**src/rtl/pipeline_hazard_ctrl.sv**
```systemverilog
// Hazard/sequencing controller for the 5-stage 16-bit MIPS pipeline.
// Arbitrates memory freeze, branch flush and load-use stall; keeps debug counters and a watchdog.
module pipeline_hazard_ctrl #(
    parameter int REG_AW   = 3,
    parameter int CNT_W    = 16,
    parameter int MAX_WAIT = 15
) (
    input  logic              clk,
    input  logic              reset_n,
    input  logic              id_valid,
    input  logic [REG_AW-1:0] id_rs,
    input  logic [REG_AW-1:0] id_rt,
    input  logic              id_uses_rt,
    input  logic              ex_mem_read,
    input  logic [REG_AW-1:0] ex_rt,
    input  logic              branch_taken,
    input  logic              mem_ready,
    output logic              pc_write,
    output logic              pc_src,
    output logic              if_id_write,
    output logic              if_id_flush,
    output logic              id_ex_bubble,
    output logic              ex_mem_flush,
    output logic              pipe_hold,
    output logic [1:0]        action,
    output logic [CNT_W-1:0]  stall_count,
    output logic [CNT_W-1:0]  flush_count,
    output logic [CNT_W-1:0]  freeze_count,
    output logic              mem_timeout
);

    localparam int WAIT_W = $clog2(MAX_WAIT + 1);
    localparam logic [WAIT_W-1:0] WAIT_MAX  = WAIT_W'(MAX_WAIT);
    localparam logic [WAIT_W-1:0] WAIT_LAST = WAIT_W'(MAX_WAIT - 1);

    typedef enum logic [1:0] {
        ACT_RUN    = 2'd0,
        ACT_STALL  = 2'd1,
        ACT_FLUSH  = 2'd2,
        ACT_FREEZE = 2'd3
    } action_e;

    action_e           act;
    logic              lu;
    logic [WAIT_W-1:0] wait_cnt;

    // Register 0 is hardwired to zero, so a load targeting it never creates a hazard.
    assign lu = ex_mem_read & id_valid & (ex_rt != '0) &
                ((ex_rt == id_rs) | (id_uses_rt & (ex_rt == id_rt)));

    always_comb begin
        if (!mem_ready)        act = ACT_FREEZE;
        else if (branch_taken) act = ACT_FLUSH;
        else if (lu)           act = ACT_STALL;
        else                   act = ACT_RUN;
    end

    always_comb begin
        pc_write     = 1'b0;
        pc_src       = 1'b0;
        if_id_write  = 1'b0;
        if_id_flush  = 1'b0;
        id_ex_bubble = 1'b0;
        ex_mem_flush = 1'b0;
        pipe_hold    = 1'b0;
        action       = act;
        if (!reset_n) begin
            // Fill the pipeline with NOPs while reset is held.
            if_id_flush  = 1'b1;
            id_ex_bubble = 1'b1;
            ex_mem_flush = 1'b1;
            action       = ACT_RUN;
        end else begin
            unique case (act)
                ACT_RUN: begin
                    pc_write    = 1'b1;
                    if_id_write = 1'b1;
                end
                ACT_STALL: id_ex_bubble = 1'b1;
                ACT_FLUSH: begin
                    pc_write     = 1'b1;
                    pc_src       = 1'b1;
                    if_id_write  = 1'b1;
                    if_id_flush  = 1'b1;
                    id_ex_bubble = 1'b1;
                    ex_mem_flush = 1'b1;
                end
                ACT_FREEZE: pipe_hold = 1'b1;
                default: ;
            endcase
        end
    end

    always_ff @(posedge clk or negedge reset_n) begin
        if (!reset_n) begin
            stall_count  <= '0;
            flush_count  <= '0;
            freeze_count <= '0;
        end else begin
            if (act == ACT_STALL && stall_count != '1)
                stall_count <= stall_count + CNT_W'(1);
            if (act == ACT_FLUSH && flush_count != '1)
                flush_count <= flush_count + CNT_W'(1);
            if (act == ACT_FREEZE && freeze_count != '1)
                freeze_count <= freeze_count + CNT_W'(1);
        end
    end

    // Watchdog: wait_cnt tracks consecutive freeze cycles; the flag is sticky until reset.
    always_ff @(posedge clk or negedge reset_n) begin
        if (!reset_n) begin
            wait_cnt    <= '0;
            mem_timeout <= 1'b0;
        end else if (act == ACT_FREEZE) begin
            if (wait_cnt != WAIT_MAX)
                wait_cnt <= wait_cnt + WAIT_W'(1);
            if (wait_cnt == WAIT_LAST)
                mem_timeout <= 1'b1;
        end else begin
            wait_cnt <= '0;
        end
    end

endmodule

```
**config.mk**
```make
export PLATFORM = sky130hd
export DESIGN_NAME = pipeline_hazard_ctrl
export DESIGN_NICKNAME = d
export VERILOG_FILES = /design/src/rtl/pipeline_hazard_ctrl.sv
export SDC_FILE = /design/constraint.sdc
export NUM_CORES = 1
export LEC_CHECK = 0
export BUFFER_PORTS_ARGS = -buffer_cell sky130_fd_sc_hd__buf_2
export CORE_UTILIZATION = 35
export CTS_CLUSTER_SIZE = 20
export DETAILED_ROUTE_END_ITERATION = 7
export PLACE_DENSITY_LB_ADDON = 0.25
export SLEW_MARGIN = 20
export SYNTH_ARGS = -nofsm -noshare
export SYNTH_HDL_FRONTEND = slang
export SYNTH_SLANG_ARGS = --single-unit
```
**constraint.sdc**
```tcl
create_clock -name clk -period 2.2 [get_ports clk]
set_input_delay 0.11 -clock clk [delete_from_list [all_inputs] [get_ports clk]]
set_output_delay 0.11 -clock clk [all_outputs]
set_load 0.05 [all_outputs]
```
After elaboration in Yosys (flattened, before gate mapping):

Cells that the tools add are included.
Widths: inputs -> output; s select.

* bits in registers: 53
* bits of input ports: 16
* output and inout port bits: 58
* word-level logic and storage cells: 48

* add/subtract/negate cells: 4
* equal/unequal tests: 11
* muxes and demuxes: 15
* bitwise gates (word level): 5
* reductions and logical operators: 8

Operator list (count)
* $add 16x1->16 const B: 3
* $ne 16x16->1 const B: 3
* $mux 1: 10
* $mux 4: 2
* $eq 3x3->1: 2
* $mux 2: 3
* $add 4x1->4 const B: 1
* $and 1x1->1: 4
* $eq 2x2->1 const B: 2
* $eq 4x4->1 const B: 1
* $ne 4x4->1 const B: 1
* $reduce_or 2->1: 2
* $logic_and 1x1->1: 3
* $reduce_bool 3->1: 1
* $eq 2x1->1 const B: 1
* $logic_not 2->1: 1
* $ne 2x1->1 const B: 1
* $reduce_and 2->1: 1
* $or 1x1->1: 1

Longest topological paths before layout:

Gate-level depths: netlist (run 1).

* depth in word-level cells: 11
* mapped depth: 9
* gate-level depth less buffers: 9

Least setup slack after synthesis (run 1):

OpenSTA, ideal clock, no wires.

* kind: register to register
* start point: register freeze_count[0]
* end point: register freeze_count[1]
* library setup time: 0.125 ns
* arrival time: 1.816 ns
* data required time: 2.075 ns
* setup slack: 0.259 ns
* cell stages (with the launch flop): 5
* buffers on the path: 0
* clock period less this slack: 1.941 ns
* cell sequence: dfrtp_1 -> ha_1 -> and3_1 -> a41oi_2 -> mux2_2

* cells in the longest elaborated chain, start to end: 2
* elaborated cells on any way between the ends: 3
* those cells by class: add/sub (1); eq/ne (1); reduce/logical (1)

Ends and longest elaborated chain
* start: declaration: line 28 `output logic [CNT_W-1:0] freeze_count,`
* start signal: assignment: line 105 `freeze_count <= freeze_count + CNT_W'(1);`
* parallel branches: the longest is 2 deep, another holds $add 16x1->16

Parallel ways; which one is timed is not known.
A chain may end at the register's enable or synchronous reset.

Worst setup path in the final report (run 1):

Ends and elaborated chain as after synthesis.

==> impl_metrics.env, run 1 <==
export IMPL_grt_pass1_wl_mm=10.3
export IMPL_outcome="complete, no violations"
export IMPL_setup_violations=0
export IMPL_fmax_mhz=555
export IMPL_cts_tree="yes"
export IMPL_wl_per_cell_um=13.2
export IMPL_ys_flop_type="dfrtp_1"
export IMPL_tightestPinTransition_ps=462
export IMPL_nets=361
export IMPL_ys_top_cells_by_count="dfrtp_1 (53), xnor2_1 (31), nand3_1 (21)"
export IMPL_critPathRequiredTime_ps=2390
export IMPL_drv_cap=0
export IMPL_clk_insertion_delay_late_ps=300
export IMPL_overflow=0
export IMPL_avgViaCountPerCell=5.10
export IMPL_fin_crit_ps=1800
export IMPL_regArea_um2=1330
export IMPL_drt_pass1_iterations=4
export IMPL_cts_sinks=53
export IMPL_cts_buffers=5
export IMPL_rr_worst_depth=4
export IMPL_diodes=0
export IMPL_dieArea_um2=8300
export IMPL_syn_cell_area_um2=2780
export IMPL_critPathLaunchType="flop"
export IMPL_grt_usage_pct=15.1
export IMPL_drtAntennaViolNets=0
export IMPL_ir_drop_uv=651
export IMPL_die_y_um=91.1
export IMPL_cp_endpoint="freeze_count[1]"
export IMPL_rsz0062_at_grt="false"
export IMPL_dpl_hpwl_mm=4.52
export IMPL_p_per_area_nw_per_um2=931
export IMPL_htreeDepth=2
export IMPL_worstSetupEndpointType="flop"
export IMPL_core_area_um2=7690
export IMPL_gp_congestion=0.760
export IMPL_reg2reg_from="freeze_count[0]"
export IMPL_multi_input_area_um2=1410
export IMPL_ys_ff_latch=53
export IMPL_grt_max_degree=24
export IMPL_clockBufferDepth=2
export IMPL_drive_gt1_share_pct=29.7
export IMPL_nFillCells=779
export IMPL_yosysWarnings=0
export IMPL_via_count=2255
export IMPL_synth_distinct_cells=44
export IMPL_maxSlewHeadroom_pct=69.2
export IMPL_ios=74
export IMPL_syn_nets=278
export IMPL_slew_violations=0
export IMPL_die_x_um=91.1
export IMPL_synth_area_per_cell_um2=10.9
export IMPL_clockRootBuffer="clkbuf_8"
export IMPL_synth_top_area_share_pct=47.7
export IMPL_hold_path_class="input pin to flop"
export IMPL_hold_viol=0
export IMPL_synth_async_reset_ratio_pct=100
export IMPL_syn_instance_count=256
export IMPL_fin_skew_ps=6.29
export IMPL_finalPower_mw=3.19
export IMPL_period_share_pct=82.0
export IMPL_synth_edf_count=0
export IMPL_reg2reg_to="freeze_count[1]"
export IMPL_row_count=32
export IMPL_antenna_found_initial=0
export IMPL_area_delta_synth_final_pct=23.2
export IMPL_fin_tns_setup_ps=0
export IMPL_wl_mm=5.85
export IMPL_synth_largest_area_cell="dfrtp_1"
export IMPL_post_cts_resize_count=0
export IMPL_critPathMaxFanout=9
export IMPL_synth_most_common_cell="dfrtp_1"
export IMPL_critPathKind="flop to flop"
export IMPL_startpoint="freeze_count[0]"
export IMPL_r2r_setup_slack_ps=400
export IMPL_route_detailed_drc=0
export IMPL_cp_arrival_ps=2000
export IMPL_portBuffers=73
export IMPL_power_leakage_nw=1.63
export IMPL_grt_pass1_vias=2173
export IMPL_clkTransAtPathRegs_ps=100
export IMPL_synthTopCellsByArea="dfrtp_1 (48%), xnor2_1 (9.8%), nand4_1 (3.8%)"
export IMPL_initial_core_util_pct=36.1
export IMPL_drtIter0Drc=71
export IMPL_fin_hold_ws_ps=68.4
export IMPL_ys_seq_area_share_pct=47.7
==> cell type report <==
class                           count  area share (%)
Multi-Input combinational cell    194            41.2
Inverter                            5           0.548
Clock buffer                        6            2.41
Timing Repair Buffer               80            12.3
Tap cell                          102            3.73
Clock inverter                      2            1.10
Sequential cell                    53            38.8
==> worst min-delay path by stage <==
| stage | from | to | depth (start not counted) |
|---|---|---|---|
| floorplan | reset_n | flush_count[0] | 0 |
| global placement | reset_n | freeze_count[15] | 1 |
| detailed placement | reset_n | freeze_count[15] | 1 |
| CTS | mem_ready | wait_cnt[2] | 2 |
| global route | mem_ready | wait_cnt[2] | 2 |
| finish | mem_ready | wait_cnt[2] | 2 |
==> worst max-delay path: stages (launching register included) <==
cell and delay, ps:
dfrtp_1 430, ha_1 240, and3_1 220, a41oi_2 410
mux2_2 390
==> cells by family (layout without fill, tap and decap cells) <==
| family | Yosys count | after routing | share of synthesized area [%] |
|---|---|---|---|
| flip-flops | 53 | 53 | 47.7 |
| AND/OR/NAND/NOR | 110 | 110 | 23.8 |
| buffers and inverters | 9 | 93 | 1.53 |
| multiplexers | 6 | 6 | 2.39 |
| XOR/XNOR | 42 | 42 | 13.2 |
| AO/OA/AOI/OAI | 30 | 30 | 8.56 |
| adder cells (fa/ha/maj) | 6 | 6 | 2.70 |
==> routing by layer <==
| layer | vias to the layer above | part of all wire [%] | track usage [%] |
|---|---|---|---|
| met5 | - | 0 | 0 |
| met4 | 0 | 0.51 | 2.38 |
| met1 | 1086 | 49 | 20.3 |
| met3 | 4 | 3.4 | 2.68 |
| met2 | 56 | 47 | 25.6 |
| li1 | 1109 | - | - |
==> power by group <==
part           total [mW]  switching, mW  internal (mW)
logic                1.14          0.832          0.307
registers            1.36          0.223           1.13
clock network       0.690          0.320          0.370
total                3.19           1.38           1.81
==> registers in the layout (all words and copies together) (netlist names) <==
register and flops:
flush_count 16, freeze_count 16, stall_count 16, wait_cnt 4, mem_timeout 1
==> cell usage in the layout, fill, tap and decap left out, types with 5 or more instances in the layout <==
cell / count
a21oi_1: 7
a31oi_1: 5
and3_1: 10
and4_1: 9
buf_2: 73
buf_4: 6
clkbuf_8: 6
dfrtp_1: 53
ha_1: 6
inv_1: 5
nand2_1: 14
nand3_1: 21
nand4_1: 17
nor2_1: 17
nor3_1: 7
xnor2_1: 31
xor2_1: 11
==> metrics by stage <==
step,cells,util [%],area [um^2],setup WS [ps]
3_3_place_gp,433,42.8,3290,272
5_1_grt,442,44.5,3420,268
2_1_floorplan,256,-,2780,259
6_report,442,44.5,3420,397
3_5_place_dp,433,42.8,3290,265
4_1_cts,442,44.5,3420,382
==> repair_timing <==
item	in CTS	in global routing
endpoints found under the hold margin	14	0
setup buffers	0	0
hold buffers	1	0
Note: power is estimated with default switching activity, not from simulation.
==> inputs of run 2 (changes only) <==
--- a/config.mk
+++ b/config.mk
@@ -5,6 +5,7 @@
 export SDC_FILE = /design/constraint.sdc
 export NUM_CORES = 1
 export LEC_CHECK = 0
+export ABC_AREA = 1
 export BUFFER_PORTS_ARGS = -buffer_cell sky130_fd_sc_hd__buf_2
 export CORE_UTILIZATION = 35
 export CTS_CLUSTER_SIZE = 20
==> constraint.sdc (replaced) <==
create_clock -name clk -period 1.9 [get_ports clk]
set_input_delay 0.095 -clock clk [delete_from_list [all_inputs] [get_ports clk]]
set_output_delay 0.095 -clock clk [all_outputs]
set_load 0.05 [all_outputs]
==> run 2 against run 1 <==
Effect of this change: critical path depth is 4 higher; hold slack improved by 60 ps; clock power is 18% higher; largest power group unchanged; critical path type unchanged.
==> impl_metrics.env, run 2 <==
export IMPL_ys_seq_area_share_pct=38.9
export IMPL_fin_util_pct=44.7
export IMPL_path_buf_inv=1
export IMPL_hold_viol=0
export IMPL_drive_gt1_share_pct=22.9
export IMPL_holdCritStartpoint="mem_ready"
export IMPL_critPathLaunchType="flop"
export IMPL_grt_usage_pct=16.4
export IMPL_cts_buffers=5
export IMPL_diodes=0
export IMPL_ys_top_cells_by_count="nand2_1 (209), dfrtp_1 (53), nor2_1 (51)"
export IMPL_cp_slowest_stage_delay_ps=410
export IMPL_outcome="complete, no violations"
export IMPL_layout_common_cells="nand2_1 (209), buf_2 (73), dfrtp_1 (52)"
export IMPL_power_leakage_nw=2.15
export IMPL_hold_end="wait_cnt[2]"
export IMPL_portBuffers=73
export IMPL_wl_per_cell_um=11.0
export IMPL_clkTransAtPathRegs_ps=110
export IMPL_core_area_um2=9330
export IMPL_stdcell_area_um2=4170
export IMPL_grt_max_degree=32
export IMPL_worstSetupEndpointType="flop"
export IMPL_path_cells="ha_1 > nand2_1 > nor2_2 > nand2_1 > o21ai_4 > inv_4 > nand2_1 > nand2_1"
export IMPL_fin_skew_ps=13.1
export IMPL_drv_cap=0
export IMPL_synth_largest_area_cell="dfrtp_1"
export IMPL_maxSlewHeadroom_pct=60.0
export IMPL_reg_largest_list="flush_count: 16 flops, freeze_count: 16 flops, stall_count: 16 flops"
export IMPL_antenna_found_initial=0
export IMPL_fin_crit_ps=1730
export IMPL_crit_family="simple AND/OR/NAND/NOR gates"
export IMPL_drt_pass1_iterations=4
export IMPL_wl_mm=7.79
export IMPL_syn_nets=506
export IMPL_syn_instance_count=484
export IMPL_reg2reg_to="stall_count[14]"
export IMPL_r2r_setup_slack_ps=170
export IMPL_tightestPinTransition_ps=601
export IMPL_fin_tns_setup_ps=0
export IMPL_p_per_area_nw_per_um2=814
export IMPL_row_count=35
export IMPL_via_count=3162
export IMPL_critPathMaxFanout=13
export IMPL_hold_path_class="input pin to flop"
export IMPL_overflow=0
export IMPL_gp_congestion=0.832
export IMPL_ys_ff_latch=53
export IMPL_drtIter0Drc=95
export IMPL_synth_edf_count=0
export IMPL_cp_arrival_ps=1930
export IMPL_grt_pass1_wl_mm=13.5
export IMPL_setup_slack_ps=169
export IMPL_whs_path_depth=2
export IMPL_critPathKind="flop to flop"
export IMPL_rsz0062_at_grt="false"
export IMPL_synth_top_area_share_pct=38.9
export IMPL_dpl_hpwl_mm=5.96
export IMPL_dieArea_um2=10200
export IMPL_nFillCells=986
export IMPL_synthTopCellsByArea="dfrtp_1 (39%), nand2_1 (23%), nor2_1 (5.6%)"
export IMPL_htreeDepth=2
export IMPL_rr_worst_depth=8
export IMPL_ir_drop_uv=976
export IMPL_synth_distinct_cells=27
export IMPL_placed_cell_area_um2=4030
export IMPL_die_x_um=101
export IMPL_ys_flop_type="dfrtp_1"
export IMPL_period_share_pct=91.1
export IMPL_area_delta_synth_final_pct=22.0
export IMPL_place_ws_ps=0.470
export IMPL_syn_cell_area_um2=3410
export IMPL_route_detailed_drc=0
export IMPL_die_y_um=101
export IMPL_yosysWarnings=0
export IMPL_layout_cells_non_filler=709
export IMPL_crit_slowest_cell="dfrtp_1"
export IMPL_clockBufferDepth=2
export IMPL_avgViaCountPerCell=4.46
export IMPL_slew_violations=0
export IMPL_final_common_cell="nand2_1"
export IMPL_cts_sinks=53
export IMPL_cts_tree="yes"
export IMPL_reg2reg_from="stall_count[1]"
export IMPL_initial_core_util_pct=36.6
export IMPL_clk_insertion_delay_late_ps=310
export IMPL_synth_most_common_cell="nand2_1"
export IMPL_placed_cells=700
export IMPL_grt_pass1_vias=3013
export IMPL_nets=601
export IMPL_clockRootBuffer="clkbuf_8"
export IMPL_drtAntennaViolNets=0
export IMPL_fmax_mhz=578
export IMPL_setup_violations=0
export IMPL_synth_async_reset_ratio_pct=100
export IMPL_cpMostUsedCell="nand2_1"
export IMPL_critPathRequiredTime_ps=2100
export IMPL_synth_area_per_cell_um2=7.05
export IMPL_ios=74
==> run 2: cell types whose count changed after synthesis, moves of 5 or more <==
| cell | delta |
|---|---|
| nor3_1 | -7 |
| o21ai_0 | +12 |
| nand2_2 | +12 |
| xnor2_1 | -10 |
| nor2_1 | +34 |
| and4_1 | -9 |
| a31oi_1 | -5 |
| nand4_1 | -10 |
| and3_1 | -10 |
| nand2_1 | +195 |
| inv_1 | +39 |
==> run 2: final cells by class <==
class                      instances  area, um^2  area share (%)
timing repair buffer              96         541            13.0
clock inverter                     2        37.5           0.901
multi-input combinational        377        1840            44.2
clock buffer                       6        82.6            1.98
inverter                          46         175            4.21
sequential                        53        1330            31.9
tap                              129         161            3.88
==> run 2: worst max-delay path by stage <==
| stage | from | to | slack, ps | cells after the start |
|---|---|---|---|---|
| 2_1_floorplan | stall_count[1] | stall_count[12] | 3 | 9 |
| 3_3_place_gp | freeze_count[0] | freeze_count[3] | 30 | 8 |
| 3_5_place_dp | freeze_count[0] | freeze_count[3] | 0.5 | 8 |
| 4_1_cts | stall_count[1] | stall_count[14] | 140 | 8 |
| 5_1_grt | stall_count[0] | stall_count[2] | 3 | 8 |
| 6_report | stall_count[1] | stall_count[14] | 170 | 8 |
==> run 2: timing repair <==
action / in CTS / in global routing
buffers inserted: 0 / 0
hold buffers: 1 / 0
setup endpoints to repair: 14 / 0
gates resized for setup: 2 / 0
endpoints found under the hold margin: 53 / 0
==> run 2: power breakdown <==
| part | total, mW | switching, mW | internal [mW] | leakage (nW) |
|---|---|---|---|---|
| Sequential | 1.41 | 0.155 | 1.25 | 0.710 |
| Clock | 0.814 | 0.385 | 0.429 | 0.0574 |
| Combinational | 1.17 | 0.822 | 0.349 | 1.38 |
| Total | 3.39 | 1.36 | 2.03 | 2.15 |
==> run 2: per-stage QoR <==
stage                     power, mW  hold slack [ps]
after floorplan                2.25             -201
after global placement         2.59              165
after detailed placement       2.62              164
after CTS                      3.44              121
after global routing           3.59              156
final                          3.39              128
==> run 2: kinds of logic after synthesis <==
logic type | share of synthesized area (%)
compound gates | 3.74
xor+xnor | 8.47
fa+ha+maj | 2.20
buf+inv | 7.44
flops | 38.9
simple gates | 39.3
==> run 2: worst register-to-register path: stages (launching register included) <==
cell and delay (ps):
dfrtp_1 410, ha_1 260, nand2_1 90, nor2_2 110
nand2_1 110, o21ai_4 350, inv_4 140, nand2_1 100
nand2_1 50
==> run 2: layer usage <==
layer	wire (um)	global-route usage (%)	vias up
met4	28	3.12	0
met3	231	2.43	2
li1	-	-	1678
met1	3650	21.5	1437
met2	3880	28.7	45
met5	0	0	-
==> inputs of run 3 (changes only) <==
==> constraint.sdc (replaced) <==
create_clock -name clk -period 1.9 [get_ports clk]
set_input_delay 0.38 -clock clk [delete_from_list [all_inputs] [get_ports clk]]
set_output_delay 0.38 -clock clk [all_outputs]
set_load 0.05 [all_outputs]
==> run 3 against run 2 <==
Effect of this change: worst setup slack got worse by 98 ps; maximum frequency down 5.4%; die area stayed put; final cell count is 0.42% higher; sequential power barely moved; critical endpoint is now pc_write; largest power group unchanged.
==> impl_metrics.env, run 3 (synthesis results as in run 2) <==
export IMPL_hold_path_class="input pin to asynchronous set/reset pin"
export IMPL_tightestPinTransition_ps=599
export IMPL_fin_crit_ps=1830
export IMPL_reg_largest_list="flush_count: 16 flops, freeze_count: 16 flops, stall_count: 16 flops"
export IMPL_drtAntennaViolNets=0
export IMPL_drv_cap=0
export IMPL_grt_usage_pct=16.9
export IMPL_path_buf_inv=4
export IMPL_via_count=3242
export IMPL_clk_insertion_delay_late_ps=300
export IMPL_drt_pass1_iterations=4
export IMPL_overflow=0
export IMPL_maxSlewHeadroom_pct=60.1
export IMPL_placed_cell_area_um2=4080
export IMPL_setup_violations=0
export IMPL_stdcell_area_um2=4220
export IMPL_wl_mm=8.12
export IMPL_critPathMaxFanout=3
export IMPL_layout_cells_non_filler=712
export IMPL_grt_pass1_wl_mm=13.7
export IMPL_die_y_um=101
export IMPL_avgViaCountPerCell=4.55
export IMPL_critPathKind="input pin to primary output"
export IMPL_fmax_mhz=547
export IMPL_gp_congestion=0.828
export IMPL_die_x_um=101
export IMPL_dr_wl_met3_um=266
export IMPL_wl_met2_mm=3.75
export IMPL_dieArea_um2=10200
export IMPL_layout_common_cells="nand2_1 (207), buf_2 (72), dfrtp_1 (52)"
export IMPL_htreeDepth=2
export IMPL_crit_slowest_cell="buf_2"
export IMPL_area_delta_synth_final_pct=23.5
export IMPL_period_share_pct=96.3
export IMPL_antenna_found_initial=0
export IMPL_outcome="complete, no violations"
export IMPL_clockBufferDepth=2
export IMPL_final_common_cell="nand2_1"
export IMPL_ios=74
export IMPL_clkTransAtPathRegs_ps=100
export IMPL_cpMostUsedCell="nand2_1"
export IMPL_fin_skew_ps=8.13
export IMPL_cts_sinks=53
export IMPL_initial_core_util_pct=36.6
export IMPL_critPathRequiredTime_ps=1520
export IMPL_postCtsSetupRepairBufs=0
export IMPL_grt_max_degree=30
export IMPL_finalPower_mw=3.37
export IMPL_slew_violations=0
export IMPL_path_cells="buf_2 > inv_1 > nand2_1 > nand2_1 > nor2_1 > nand2_1 > nand2_1 > nand2_2 > nand2_2 > buf_4 > nor2_4 > buf_2"
export IMPL_worstSetupEndpointType="primary output"
export IMPL_critPathLaunchType="input pin"
export IMPL_ir_drop_uv=560
export IMPL_highest_layer="met4"
export IMPL_p_per_area_nw_per_um2=798
export IMPL_wl_met1_mm=3.99
export IMPL_core_area_um2=9330
export IMPL_wl_per_cell_um=11.4
export IMPL_placed_cells=704
export IMPL_grt_pass1_vias=3022
export IMPL_cp_slowest_stage_delay_ps=260
export IMPL_power_leakage_nw=2.17
export IMPL_hold_viol=0
export IMPL_crit_family="buffers and inverters"
export IMPL_clockRootBuffer="clkbuf_8"
export IMPL_dpl_hpwl_mm=6.21
export IMPL_cts_tree="yes"
export IMPL_cts_buffers=5
export IMPL_drtIter0Drc=80
export IMPL_route_detailed_drc=0
export IMPL_cp_arrival_ps=1450
export IMPL_drive_gt1_share_pct=24.4
export IMPL_row_count=35
export IMPL_portBuffers=73
export IMPL_nets=604
export IMPL_diodes=0
## run 3: layout make-up
class	count	area, um^2
Fill cell	971	5110
Multi-Input combinational cell	377	1870
Sequential cell	53	1330
Timing Repair Buffer	99	579
Inverter	46	175
Tap cell	129	161
Clock buffer	6	72.6
Clock inverter	2	35.0
## run 3: path summary, 6_finish.rpt
check                      depth (start not counted)  slack [ps]      startpoint              to
min in group clk                                   2         370       mem_ready     wait_cnt[2]
max in group asynchronous                          2        1450         reset_n     wait_cnt[1]
hold reg to reg                                    1         500     mem_timeout     mem_timeout
setup / recovery                                  12          70        ex_rt[1]        pc_write
setup reg to reg                                   8         280  flush_count[0]  flush_count[9]
hold / removal                                     2         150         reset_n  stall_count[6]
## run 3: metal layers
metal / vias up / GRT usage (%)
li1: 1676 / -
met1: 1496 / 22.3
met2: 62 / 28.5
met3: 8 / 2.43
met4: 0 / 5.46
met5: - / 0
## run 3: power by group
part	switching [mW]	total (mW)	internal [mW]
clock	0.374	0.766	0.392
combinational	0.844	1.21	0.363
sequential	0.140	1.39	1.25
total	1.36	3.37	2.01
## run 3: what timing repair did
action                     4_1_cts  5_1_grt
pin swaps                        0        2
hold buffers                     0        0
setup endpoints to repair       14       16
gates resized for setup          3        6
hold endpoints to repair         0        0
## run 3: metrics by stage
stage / util, % / setup TNS [ps] / hold slack [ps] / worst slack (ps)
floorplan: - / 0 / 84.4 / 3.17
global placement: 43.7 / -44.7 / 454 / -44.7
detailed placement: 43.7 / -111 / 480 / -75.2
CTS: 45.0 / 0 / 146 / 0.343
global route: 45.2 / -3.71 / 153 / -2.57
finish: 45.2 / 0 / 151 / 70.6
